<file path="src/rtl/queue_dispatcher_pkg.sv">
// queue_dispatcher_pkg: shared MemorEDF types for the queue dispatcher (FSM state, queue-id width).
package queue_dispatcher_pkg;
  typedef enum logic {IDLE = 1'b0, HOLD = 1'b1} state_t;
  function automatic int qid_width(input int n);
    return n > 1 ? $clog2(n) : 1;
  endfunction
endpackage

</file>
<file path="src/rtl/queue_dispatcher_if.sv">
// queue_dispatcher_if: scheduler, queue-head, downstream and counter signals of the dispatcher.
interface queue_dispatcher_if import queue_dispatcher_pkg::*; #(
  parameter int NUMBER_OF_QUEUES = 4,
  parameter int DATA_WIDTH = 64,
  parameter int COUNTER_WIDTH = 16
);
  localparam int QW = qid_width(NUMBER_OF_QUEUES);
  logic sched_valid;
  logic [QW-1:0] sched_selection;
  logic [NUMBER_OF_QUEUES-1:0] empty;
  logic [NUMBER_OF_QUEUES-1:0][DATA_WIDTH-1:0] queue_data;
  logic [NUMBER_OF_QUEUES-1:0] pop;
  logic m_valid;
  logic m_ready;
  logic [DATA_WIDTH-1:0] m_data;
  logic [QW-1:0] m_queue;
  logic clear_counts;
  logic [NUMBER_OF_QUEUES-1:0][COUNTER_WIDTH-1:0] served_count;
  modport master (
    input sched_valid, sched_selection, empty, queue_data, m_ready, clear_counts,
    output pop, m_valid, m_data, m_queue, served_count
  );
  modport slave (
    output sched_valid, sched_selection, empty, queue_data, m_ready, clear_counts,
    input pop, m_valid, m_data, m_queue, served_count
  );
endinterface

</file>
<file path="src/rtl/saturating_counter.sv">
// saturating_counter: clearable up-counter that sticks at its maximum value.
module saturating_counter #(
  parameter int WIDTH = 16
) (
  input  logic             clock,
  input  logic             reset,
  input  logic             clear,
  input  logic             increment,
  output logic [WIDTH-1:0] count
);
  always_ff @(posedge clock)
    if (reset || clear) count <= '0;
    else if (increment && count != '1) count <= count + 1'b1;
endmodule

</file>
<file path="src/rtl/queue_dispatcher.sv">
// queue_dispatcher: pops the scheduler-selected FWFT queue into a one-word output register with per-queue served counters.
module queue_dispatcher import queue_dispatcher_pkg::*; #(
  parameter int NUMBER_OF_QUEUES = 4,
  parameter int DATA_WIDTH = 64,
  parameter int COUNTER_WIDTH = 16
) (
  input logic clock,
  input logic reset,
  queue_dispatcher_if.master bus
);
  localparam int QW = qid_width(NUMBER_OF_QUEUES);
  localparam logic [QW:0] NQ = (QW+1)'(NUMBER_OF_QUEUES);
  state_t state;
  logic accept;
  logic fire;
  logic hs;
  always_comb begin
    bus.m_valid = state == HOLD;
    accept = bus.sched_valid && ({1'b0, bus.sched_selection} < NQ) && !bus.empty[bus.sched_selection];
    fire = accept && (state == IDLE || bus.m_ready) && !reset;
    hs = bus.m_valid && bus.m_ready;
    bus.pop = fire ? NUMBER_OF_QUEUES'(1) << bus.sched_selection : '0;
  end
  always_ff @(posedge clock)
    if (reset) begin
      state <= IDLE;
      bus.m_data <= '0;
      bus.m_queue <= '0;
    end else if (fire) begin
      state <= HOLD;
      bus.m_data <= bus.queue_data[bus.sched_selection];
      bus.m_queue <= bus.sched_selection;
    end else if (bus.m_ready) state <= IDLE;
  // Counting follows the registered m_queue, so a word is credited when it leaves, not when popped.
  for (genvar i = 0; i < NUMBER_OF_QUEUES; i++) begin : g_cnt
    saturating_counter #(.WIDTH(COUNTER_WIDTH)) u_cnt (
      .clock(clock),
      .reset(reset),
      .clear(bus.clear_counts),
      .increment(hs && bus.m_queue == QW'(i)),
      .count(bus.served_count[i])
    );
  end
endmodule

</file>
<file path="src/flat_wrapper.sv">
// flat-port wrapper written by rule: the top's interface ports become plain ports
module queue_dispatcher_flat import queue_dispatcher_pkg::*;
#(
  parameter int NUMBER_OF_QUEUES = 4,
  parameter int DATA_WIDTH = 64,
  parameter int COUNTER_WIDTH = 16
)
  (clock, reset, bus_sched_valid, bus_sched_selection, bus_empty, bus_queue_data, bus_m_ready, bus_clear_counts, bus_pop, bus_m_valid, bus_m_data, bus_m_queue, bus_served_count);
  queue_dispatcher_if #(.NUMBER_OF_QUEUES(NUMBER_OF_QUEUES), .DATA_WIDTH(DATA_WIDTH), .COUNTER_WIDTH(COUNTER_WIDTH)) bus_i ();
  input logic clock;
  input logic reset;
  input wire logic [$bits(bus_i.sched_valid)-1:0] bus_sched_valid;
  input wire logic [$bits(bus_i.sched_selection)-1:0] bus_sched_selection;
  input wire logic [$bits(bus_i.empty)-1:0] bus_empty;
  input wire logic [$bits(bus_i.queue_data)-1:0] bus_queue_data;
  input wire logic [$bits(bus_i.m_ready)-1:0] bus_m_ready;
  input wire logic [$bits(bus_i.clear_counts)-1:0] bus_clear_counts;
  output wire logic [$bits(bus_i.pop)-1:0] bus_pop;
  output wire logic [$bits(bus_i.m_valid)-1:0] bus_m_valid;
  output wire logic [$bits(bus_i.m_data)-1:0] bus_m_data;
  output wire logic [$bits(bus_i.m_queue)-1:0] bus_m_queue;
  output wire logic [$bits(bus_i.served_count)-1:0] bus_served_count;
  assign bus_i.sched_valid = bus_sched_valid;
  assign bus_i.sched_selection = bus_sched_selection;
  assign bus_i.empty = bus_empty;
  assign bus_i.queue_data = bus_queue_data;
  assign bus_i.m_ready = bus_m_ready;
  assign bus_i.clear_counts = bus_clear_counts;
  assign bus_pop = bus_i.pop;
  assign bus_m_valid = bus_i.m_valid;
  assign bus_m_data = bus_i.m_data;
  assign bus_m_queue = bus_i.m_queue;
  assign bus_served_count = bus_i.served_count;
  queue_dispatcher #(.NUMBER_OF_QUEUES(NUMBER_OF_QUEUES), .DATA_WIDTH(DATA_WIDTH), .COUNTER_WIDTH(COUNTER_WIDTH)) u_core (.clock(clock), .reset(reset), .bus(bus_i));
endmodule
</file>
<file path="config.mk">
export PLATFORM = sky130hd
export DESIGN_NAME = queue_dispatcher_flat
export DESIGN_NICKNAME = d
export VERILOG_FILES = /design/src/rtl/queue_dispatcher_pkg.sv /design/src/rtl/queue_dispatcher_if.sv /design/src/rtl/saturating_counter.sv /design/src/rtl/queue_dispatcher.sv /design/src/flat_wrapper.sv
export SDC_FILE = /design/constraint.sdc
export NUM_CORES = 1
export LEC_CHECK = 0
export ABC_AREA = 1
export BUFFER_PORTS_ARGS = -buffer_cell sky130_fd_sc_hd__buf_4
export CAP_MARGIN = 20
export CORE_MARGIN = 3
export CORE_UTILIZATION = 35
export CTS_BUF_LIST = sky130_fd_sc_hd__clkbuf_8 sky130_fd_sc_hd__clkbuf_16
export CTS_CLUSTER_SIZE = 30
export DETAILED_ROUTE_END_ITERATION = 7
export GPL_ROUTABILITY_DRIVEN = 1
export GPL_TIMING_DRIVEN = 0
export REMOVE_ABC_BUFFERS = 1
export SYNTH_ARGS = -nofsm -noshare
export SYNTH_HDL_FRONTEND = slang
export SYNTH_HIERARCHICAL = 1
export SYNTH_SLANG_ARGS = --single-unit
</file>
<file path="constraint.sdc">
create_clock -name clock -period 4.47 [get_ports clock]
set_clock_uncertainty 0.05 [all_clocks]
set_input_delay 0.2235 -clock clock [delete_from_list [all_inputs] [get_ports clock]]
set_output_delay 0.2235 -clock clock [all_outputs]
set_load 0.005 [all_outputs]
</file>
==> flow_metrics.env, run 1 <==
export IMPL_critical_path_class="input port to output port"
export IMPL_num_rows=55
export IMPL_htree_num_levels=4
export IMPL_avgSynthCellArea_um2=5.66
export IMPL_first_iter_violations=489
export IMPL_yosysTopAreaCellShare_pct=31.8
export IMPL_wl_met2_um=15600
export IMPL_cts_resized=0
export IMPL_irDropWorstVdd_mv=0.187
export IMPL_placed_cells=2126
export IMPL_clk_pin_slew_ps=60
export IMPL_max_freq_mhz=412
export IMPL_power_density_nw_per_um2=279
export IMPL_viasPerCell=4.59
export IMPL_slew_headroom_pct=33.5
export IMPL_critPathMaxFanout=37
export IMPL_wl_per_cell_um=14.7
export IMPL_status="finished clean"
export IMPL_dpl_worst_slack_ps=2240
export IMPL_grt_usage_pct=24.4
export IMPL_clock_path_buffers=2
export IMPL_drt_pass1_iter_count=5
export IMPL_hp_class="input port to register"
export IMPL_antenna_found_initial=5
export IMPL_cp_data_required_time_ps=4200
export IMPL_start_util_pct=35.9
export IMPL_top_layer="met4"
export IMPL_io_pin_count=402
export IMPL_ys_top_cells_by_area="dfxtp_1 32%, nand2_1 31%, nor2_1 15%"
export IMPL_areaGrowthSynthToFinish_pct=48.7
export IMPL_postCtsSetupRepairBufs=0
export IMPL_cts_buffers=17
export IMPL_yosys_warnings=6
export IMPL_yosys_area_top_type="dfxtp_1"
export IMPL_fin_hold_ws_ps=43.9
export IMPL_ant_nets=0
export IMPL_die_y_um=159
export IMPL_critical_path_arrival_ps=2150
export IMPL_vias=9951
export IMPL_dieArea_um2=25400
export IMPL_cts_tree="built"
export IMPL_ys_seq_area_share_pct=31.8
export IMPL_report_final_slew_viol_count=0
export IMPL_setup_ws_ps=2040
export IMPL_final_cell_count_no_fill=2167
export IMPL_holdBufCountCts=1
export IMPL_cap_violations=0
export IMPL_numClockSinks=131
export IMPL_setup_worst_path_start_class="input port"
export IMPL_tightest_slew_ps=993
export IMPL_grt_max_degree=52
export IMPL_drive_gt1_share_pct=27.5
export IMPL_leakage_nw=6.05
export IMPL_globalplace_congestion=0.896
export IMPL_rsz0062_at_grt="no"
export IMPL_endpoint_kind="output port"
export IMPL_drc=0
export IMPL_period_needed_ps=2430
export IMPL_globalRouteOverflowTotal=0
export IMPL_total_power_mw=3.42
export IMPL_synth_seq_cells=131
export IMPL_min_period_over_period_pct=54.3
export IMPL_portBuffers=401
export IMPL_setup_viol=0
export IMPL_wirelength_met1_um=12700
export IMPL_die_w_um=159
export IMPL_synthCells=1456
export IMPL_synth_distinct_cells=24
export IMPL_clk_latency_ps=420
export IMPL_hold_viol=0
export IMPL_final_common_cell="nand2_1"
export IMPL_final_cell_mix="670 x nand2_1, 403 x buf_4, 333 x nor2_1"
export IMPL_dpl_hpwl_um=25000
export IMPL_cts_root_buf="clkbuf_16"
export IMPL_core_area_um2=22900
export IMPL_grt_pass1_vias=9382
export IMPL_finalWirelength_um=31900
export IMPL_wl_met3_um=2650
export IMPL_grt_pass1_wl_um=49600
export IMPL_synth_area_um2=8240
export IMPL_final_nets=2107
-- power by group --
part	switching [mW]	internal [mW]	total, mW
Clock	0.533	1.08	1.61
Combinational	0.273	0.303	0.576
Sequential	0.0227	1.21	1.23
Total	0.829	2.59	3.42
-- worst max-delay path, stage by stage --
cell and delay [ps]:
dlygate4sd3_1 530, buf_4 170, nor2_1 110, nand3_1 190, nor2_4 280, buf_12 240, inv_1 110, nor3_1 150
buf_4 140
-- stage by stage --
stage	instance area, um2	setup TNS (ps)	utilization [%]
floorplan	7910	0	-
global placement	11300	-146510	49.3
detailed placement	11500	0	50.3
CTS	12200	0	53.3
global route	12300	0	53.5
finish	12300	0	53.5
-- Yosys cell counts (all sizes together) --
cell / instances
a21oi: 39
a21boi: 4
o21ai: 18
clkinv: 4
clkbuf: 1
buf: 53
inv: 64
nand4: 16
nor2: 364
nor3: 9
ha: 4
dfxtp: 131
nand3: 63
nand2: 686
-- final timing paths --
path	end	from	depth (start not counted)	slack (ps)
setup / recovery	bus_pop[0]	reset	9	2040
hold / removal	u_core/bus.m_valid	bus_m_ready	4	40
setup reg to reg	u_core/g_cnt[0].u_cnt/count[14]	u_core/bus.m_valid	9	2250
hold reg to reg	u_core/bus.m_data[16]	u_core/bus.m_data[16]	2	430
-- layout make-up --
type                       count  area [um2]
fill                        2409       10700
multi-input combinational   1203        5040
timing repair buffer         415        3250
sequential                   131        2620
clock buffer                  23         508
tap                          313         392
inverter                      68         255
clock inverter                 9         173
antenna                        5        12.5
-- flip-flops by register name, indices dropped and copies added, names as in the netlist --
signal                    cells
u_core/g_cnt.u_cnt/count     64
u_core/bus.m_valid            1
u_core/bus.m_data            64
u_core/bus.m_queue            2
-- metal layers --
layer | vias to the layer above | GRT usage (%)
li1 | 5219 | -
met1 | 4354 | 28.1
met2 | 329 | 42.0
met3 | 49 | 7.41
met4 | 0 | 9.83
met5 | - | 0
-- cell families after synthesis --
kind of cell | count (synthesis) | synth area share [%]
AND/OR/NAND/NOR | 1138 | 56.4
AO/OA/AOI/OAI | 61 | 4.01
flip-flops | 131 | 31.8
buffers and inverters | 122 | 7.12
adder cells (fa/ha/maj) | 4 | 0.608
(Power assumes the default switching activity.)
==> inputs of run 2 (changes only) <==
==> constraint.sdc (replaced) <==
create_clock -name clock -period 2.45 [get_ports clock]
set_clock_uncertainty 0.05 [all_clocks]
set_input_delay 0.1225 -clock clock [delete_from_list [all_inputs] [get_ports clock]]
set_output_delay 0.1225 -clock clock [all_outputs]
set_load 0.005 [all_outputs]
==> run 2 against run 1 <==
Compared with the run above:
- combinational power up 84%
- register-to-register slack worse by 2000 ps
- non-clock buffer count up 4
- power up 83%
- sequential share of layout area down 0.065 points
- hold slack worse by 16 ps
- die area unchanged
- clock power up 83%
- critical endpoint unchanged
==> flow_metrics.env, run 2 (synthesis results as in run 1) <==
export IMPL_dieArea_um2=25400
export IMPL_setup_viol=0
export IMPL_drc=0
export IMPL_vias=9944
export IMPL_portBuffers=401
export IMPL_num_rows=55
export IMPL_clock_power_share_pct=47.1
export IMPL_hold_viol=0
export IMPL_final_cell_count_no_fill=2171
export IMPL_pwr_share_comb_pct=16.9
export IMPL_r2r_setup_slack_ps=250
export IMPL_status="finished clean"
export IMPL_drt_pass1_iter_count=5
export IMPL_cts_buffers=17
export IMPL_rsz0062_at_grt="no"
export IMPL_first_iter_violations=482
export IMPL_cp_slowest_cell="dlygate4sd3_1"
export IMPL_worstReg2RegStart="u_core/bus.m_valid"
export IMPL_numClockSinks=131
export IMPL_start_util_pct=35.9
export IMPL_cts_tree="built"
export IMPL_critical_path_arrival_ps=2110
export IMPL_critPathBufInv=5
export IMPL_wl_per_cell_um=14.7
export IMPL_leakage_nw=6.07
export IMPL_n_fill_cell=2409
export IMPL_cap_violations=0
export IMPL_endpoint_kind="output port"
export IMPL_grt_pass1_wl_um=49700
export IMPL_clk_pin_slew_ps=60
export IMPL_core_area_um2=22900
export IMPL_drive_gt1_share_pct=27.5
export IMPL_final_nets=2111
export IMPL_power_frac_seq_pct=36.0
export IMPL_rr_worst_depth=9
export IMPL_cts_root_buf="clkbuf_16"
export IMPL_power_density_nw_per_um2=508
export IMPL_intPower_mw=4.73
export IMPL_globalRouteOverflowTotal=0
export IMPL_clk_latency_ps=420
export IMPL_areaGrowthSynthToFinish_pct=49.2
export IMPL_crit_start="bus_sched_selection[1]"
export IMPL_cp_data_required_time_ps=2280
export IMPL_min_period_over_period_pct=93.0
export IMPL_slew_headroom_pct=32.9
export IMPL_grt_pass1_vias=9390
export IMPL_critical_path_cell_count=10
export IMPL_clock_path_buffers=2
export IMPL_dpl_hpwl_um=25000
export IMPL_critPathMaxFanout=37
export IMPL_setup_worst_path_start_class="input port"
export IMPL_antenna_found_initial=5
export IMPL_hp_class="input port to register"
export IMPL_power_switching_mw=1.52
export IMPL_viasPerCell=4.58
export IMPL_period_needed_ps=2280
export IMPL_timing_critical_path_slowest_cell_delay_ps=570
export IMPL_r2r_end="u_core/g_cnt[0].u_cnt/count[14]"
export IMPL_htree_num_levels=4
export IMPL_grt_max_degree=52
export IMPL_critical_path_class="input port to output port"
export IMPL_grt_usage_pct=24.4
export IMPL_placed_cells=2126
export IMPL_crit_chain="dlygate4sd3_1 > buf_4 > nor2_4 > nand2_1 > nand3_1 > nor2_4 > buf_12 > inv_1 > nor3_1 > buf_4"
export IMPL_tightest_slew_ps=1000
export IMPL_finalWirelength_um=31900
export IMPL_die_w_um=159
export IMPL_io_pin_count=402
export IMPL_die_y_um=159
export IMPL_largest_registers="u_core/bus.m_data x64, u_core/g_cnt.u_cnt/count x64, u_core/bus.m_queue x2"
export IMPL_hold_depth=3
export IMPL_final_common_cell="nand2_1"
export IMPL_ant_nets=0
export IMPL_globalplace_congestion=0.896
export IMPL_irDropWorstVdd_mv=0.341
export IMPL_max_freq_mhz=439
export IMPL_final_cell_mix="670 x nand2_1, 404 x buf_4, 333 x nor2_1"
export IMPL_report_final_slew_viol_count=0
export IMPL_crit_path_end="bus_pop[0]"
export IMPL_p_sw_share_pct=24.3
export IMPL_cp_top_family="buffers and inverters"
export IMPL_utilization_pct=53.6
run 2: cell count changes in the layout (fill, tap and decap cells not counted):
cell           delta
buf_4             +1
dlygate4sd3_1     +3
run 2: worst min-delay path by stage:
stage,startpoint,endpoint
CTS,bus_sched_selection[0],u_core/bus.m_queue[0]
finish,bus_sched_selection[0],u_core/bus.m_queue[0]
detailed placement,reset,u_core/bus.m_valid
global route,bus_sched_selection[0],u_core/bus.m_queue[0]
floorplan,reset,u_core/bus.m_queue[0]
global placement,reset,u_core/bus.m_valid
run 2: layout make-up:
class	instances	area (um2)	share of cell area, %
antenna	5	12.5	0.102
tap	313	392	3.19
clock inverter	9	173	1.41
timing repair buffer	419	3290	26.7
inverter	68	255	2.08
sequential	131	2620	21.3
multi-input combinational	1203	5040	41.0
clock buffer	23	508	4.13
run 2: what timing repair did:
action,CTS,global route
gates resized for setup,0,0
setup buffers,0,1
hold buffers,3,1
endpoints found under the setup margin,0,1
endpoints found under the hold margin,3,1
run 2: per-stage QoR:
stage / cell area [um2] / hold slack (ps) / worst slack, ps / power (mW) / TNS (ps)
after detailed placement: 11500 / 325 / 225 / 3.35 / 0
after floorplan: 7910 / 142 / -1710 / 2.72 / -93110
after global routing: 12300 / 49.3 / 4.70 / 6.52 / 0
final: 12300 / 28.3 / 171 / 6.25 / 0
after global placement: 11300 / 322 / -4460 / 3.33 / -282360
after CTS: 12200 / 6.37 / 92.7 / 6.30 / 0
run 2: worst min-delay path, stage by stage:
cell and delay, ps:
buf_4 150, nand3_1 100, a21oi_1 70
run 2: routing by layer:
layer	vias up	share of wire (%)	GRT usage, %
met5	-	0	0
met4	0	2.9	9.83
met3	50	8.1	7.34
met2	317	49	42.1
met1	4349	40	28.2
li1	5228	-	-
run 2: power by group through the flow:
stage                     registers (mW)  logic (mW)  clock network, mW
final                               2.25        1.06               2.94
after global routing                2.26        1.18               3.08
after CTS                           2.25        1.06               3.00
after detailed placement            2.29        1.05                  0
after global placement              2.29        1.04                  0
after floorplan                     2.29       0.425                  0
==> inputs of run 3 (changes only) <==
--- a/config.mk
+++ b/config.mk
@@ -18,5 +18,4 @@
 export REMOVE_ABC_BUFFERS = 1
 export SYNTH_ARGS = -nofsm -noshare
 export SYNTH_HDL_FRONTEND = slang
-export SYNTH_HIERARCHICAL = 1
 export SYNTH_SLANG_ARGS = --single-unit
==> run 3 against run 2 <==
Compared with the run above:
- count of clock-buffer cells in the layout is 5 lower
- flip-flop and latch count stayed put
- critical path depth grew 1
- design area shrank 3.7%
- via count shrank 2.0%
- hold slack better by 48 ps
- utilization is 0.26 points higher
- area after synthesis down 4.3%
- die area shrank 4.1%
- non-clock buffer count down 5
- highest routed layer unchanged
==> flow_metrics.env, run 3 <==
export IMPL_clock_path_buffers=2
export IMPL_r2r_setup_slack_ps=300
export IMPL_die_w_um=156
export IMPL_utilization_pct=53.9
export IMPL_drive_gt1_share_pct=27.4
export IMPL_setup_ws_ps=182
export IMPL_status="finished clean"
export IMPL_final_cell_mix="525 x nand2_1, 401 x buf_4, 243 x a21oi_1"
export IMPL_ys_top_cells_by_area="dfxtp_1 33%, nand2_1 25%, a21oi_1 15%"
export IMPL_report_final_slew_viol_count=0
export IMPL_viasPerCell=4.97
export IMPL_cts_buffers=17
export IMPL_num_rows=54
export IMPL_avgSynthCellArea_um2=6.00
export IMPL_irDropWorstVdd_mv=0.408
export IMPL_r2r_end="u_core.g_cnt[3].u_cnt.count[7]"
export IMPL_ant_nets=0
export IMPL_cp_slowest_cell="inv_6"
export IMPL_ys_seq_area_share_pct=33.3
export IMPL_wl_per_cell_um=16.9
export IMPL_finalWirelength_um=33200
export IMPL_critical_path_arrival_ps=2100
export IMPL_grt_pass1_wl_um=50600
export IMPL_synth_seq_cells=131
export IMPL_hold_depth=5
export IMPL_start_util_pct=35.9
export IMPL_portBuffers=401
export IMPL_total_power_mw=5.89
export IMPL_globalplace_congestion=0.855
export IMPL_power_density_nw_per_um2=498
export IMPL_areaGrowthSynthToFinish_pct=50.1
export IMPL_setup_viol=0
export IMPL_setup_tns_ps=0
export IMPL_fin_hold_ws_ps=76.8
export IMPL_critPathMaxFanout=70
export IMPL_yosysTopAreaCellShare_pct=33.3
export IMPL_critical_path_class="input port to output port"
export IMPL_grt_usage_pct=26.4
export IMPL_first_iter_violations=669
export IMPL_crit_chain="buf_16 > inv_6 > buf_12 > nand3_1 > nand3_1 > nor2_4 > buf_12 > inv_6 > buf_12 > nor3_1 > buf_4"
export IMPL_slew_headroom_pct=35.7
export IMPL_cpMostUsedCell="buf_12"
export IMPL_hp_class="input port to register"
export IMPL_dieArea_um2=24400
export IMPL_antenna_found_initial=1
export IMPL_die_y_um=156
export IMPL_grt_pass1_vias=9118
export IMPL_rr_worst_depth=8
export IMPL_cts_root_buf="clkbuf_16"
export IMPL_crit_path_end="bus_pop[0]"
export IMPL_tightest_slew_ps=958
export IMPL_synth_main_ff_cell="dfxtp_1"
export IMPL_cts_tree="built"
export IMPL_synth_edf_count=0
export IMPL_clk_latency_ps=430
export IMPL_final_nets=1939
export IMPL_min_period_over_period_pct=92.6
export IMPL_globalRouteOverflowTotal=0
export IMPL_hold_viol=0
export IMPL_dpl_hpwl_um=24500
export IMPL_worstReg2RegStart="u_core.g_cnt[3].u_cnt.count[0]"
export IMPL_crit_start="bus_sched_selection[1]"
export IMPL_synth_distinct_cells=27
export IMPL_drc=0
export IMPL_timing_critical_path_slowest_cell_delay_ps=270
export IMPL_synthArstFlopShare_pct=0
export IMPL_final_common_cell="nand2_1"
export IMPL_core_area_um2=22000
export IMPL_rsz0062_at_grt="no"
export IMPL_leakage_nw=5.17
export IMPL_dpl_worst_slack_ps=-978
export IMPL_critPathBufInv=7
export IMPL_vias=9748
export IMPL_numClockSinks=131
export IMPL_clk_pin_slew_ps=60
export IMPL_critical_path_cell_count=11
export IMPL_synthCells=1314
export IMPL_drt_pass1_iter_count=5
export IMPL_cp_data_required_time_ps=2280
export IMPL_cp_top_family="buffers and inverters"
export IMPL_endpoint_kind="output port"
export IMPL_largest_registers="u_core.bus.m_data x64, u_core.g_cnt.u_cnt.count x64, u_core.bus.m_queue x2"
export IMPL_period_needed_ps=2270
export IMPL_yosys_top_cells_count="525 x nand2_1, 243 x a21oi_1, 131 x dfxtp_1"
export IMPL_io_pin_count=402
export IMPL_cap_violations=0
export IMPL_yosys_warnings=0
export IMPL_max_freq_mhz=441
export IMPL_setup_worst_path_start_class="input port"
export IMPL_synth_area_um2=7880
export IMPL_grt_max_degree=81
export IMPL_yosysMostFrequentCell="nand2_1"
export IMPL_yosys_area_top_type="dfxtp_1"
export IMPL_htree_num_levels=4
run 3: changes by cell type in the layout (fill, tap and decap cells not counted), moves of 16 or more:
| cell | previous run | this run |
|---|---|---|
| a21oi_1 | 39 | 243 |
| nor2_1 | 333 | 95 |
| nand2_1 | 670 | 525 |
| o21ai_0 | 14 | 58 |
| xor2_1 | 0 | 18 |
| nand3_1 | 63 | 42 |
| o21ai_1 | 0 | 16 |
run 3: layout make-up:
type	instances	area, um2
flip-flops and latches	131	2620
clock buffers	18	439
clock inverters	14	188
repair buffers	414	3300
fillers	2249	10100
inverters	57	231
multi-input cells	1047	4700
diodes	1	2.50
well taps	280	350
run 3: report_power, final:
part	internal [mW]	switching (mW)	total [mW]	leakage, nW
clock network	1.72	1.04	2.76	0.297
registers	2.18	0.0269	2.20	1.06
logic	0.488	0.437	0.925	3.81
run 3: timing repair:
item	4_1_cts	5_1_grt
setup endpoints to repair	71	1
buffers inserted	1	0
endpoints found under the hold margin	3	0
resized for setup	9	4
cloned	1	0
hold buffers	2	0
pin swaps	1	0
run 3: per-layer routing:
layer	part of all wire, %	vias to the layer above	track usage (%)
met4	2.5	0	7.82
met5	0	-	0
met3	8.3	44	9.76
met1	40	4453	31.8
li1	-	4969	-
met2	49	282	44.3
run 3: worst min path at each step:
stage / startpoint / end / slack (ps)
floorplan: reset / u_core.bus.m_data[0] / 140
global route: bus_queue_data[145] / u_core.bus.m_data[17] / 100
finish: bus_queue_data[151] / u_core.bus.m_data[23] / 80
CTS: bus_queue_data[208] / u_core.bus.m_data[16] / 70
global placement: bus_m_ready / u_core.bus.m_valid / 370
detailed placement: bus_clear_counts / u_core.g_cnt[0].u_cnt.count[15] / 350
run 3: logic make-up (layout without fill, tap and decap cells):
group / count (synthesis) / after routing / synth area share (%)
simple gates: 696 / 696 / 35.5
compound gates: 319 / 319 / 20.3
buf+inv: 136 / 503 / 7.16
flops: 131 / 131 / 33.3
xor+xnor: 28 / 28 / 3.11
fa+ha+maj: 4 / 4 / 0.635
other cells: 0 / 1 / 0
run 3: worst min-delay path, stage by stage:
cell	delay, ps
buf_4	110
nand2_1	50
a21oi_1	50
o21ai_1	110
a21oi_1	70
run 3: per-stage QoR:
stage	instances	instance area, um2
2_1_floorplan	1235	7530
3_3_place_gp	1916	10900
3_5_place_dp	1925	11100
4_1_cts	1961	11800
5_1_grt	1962	11800
6_report	1962	11800
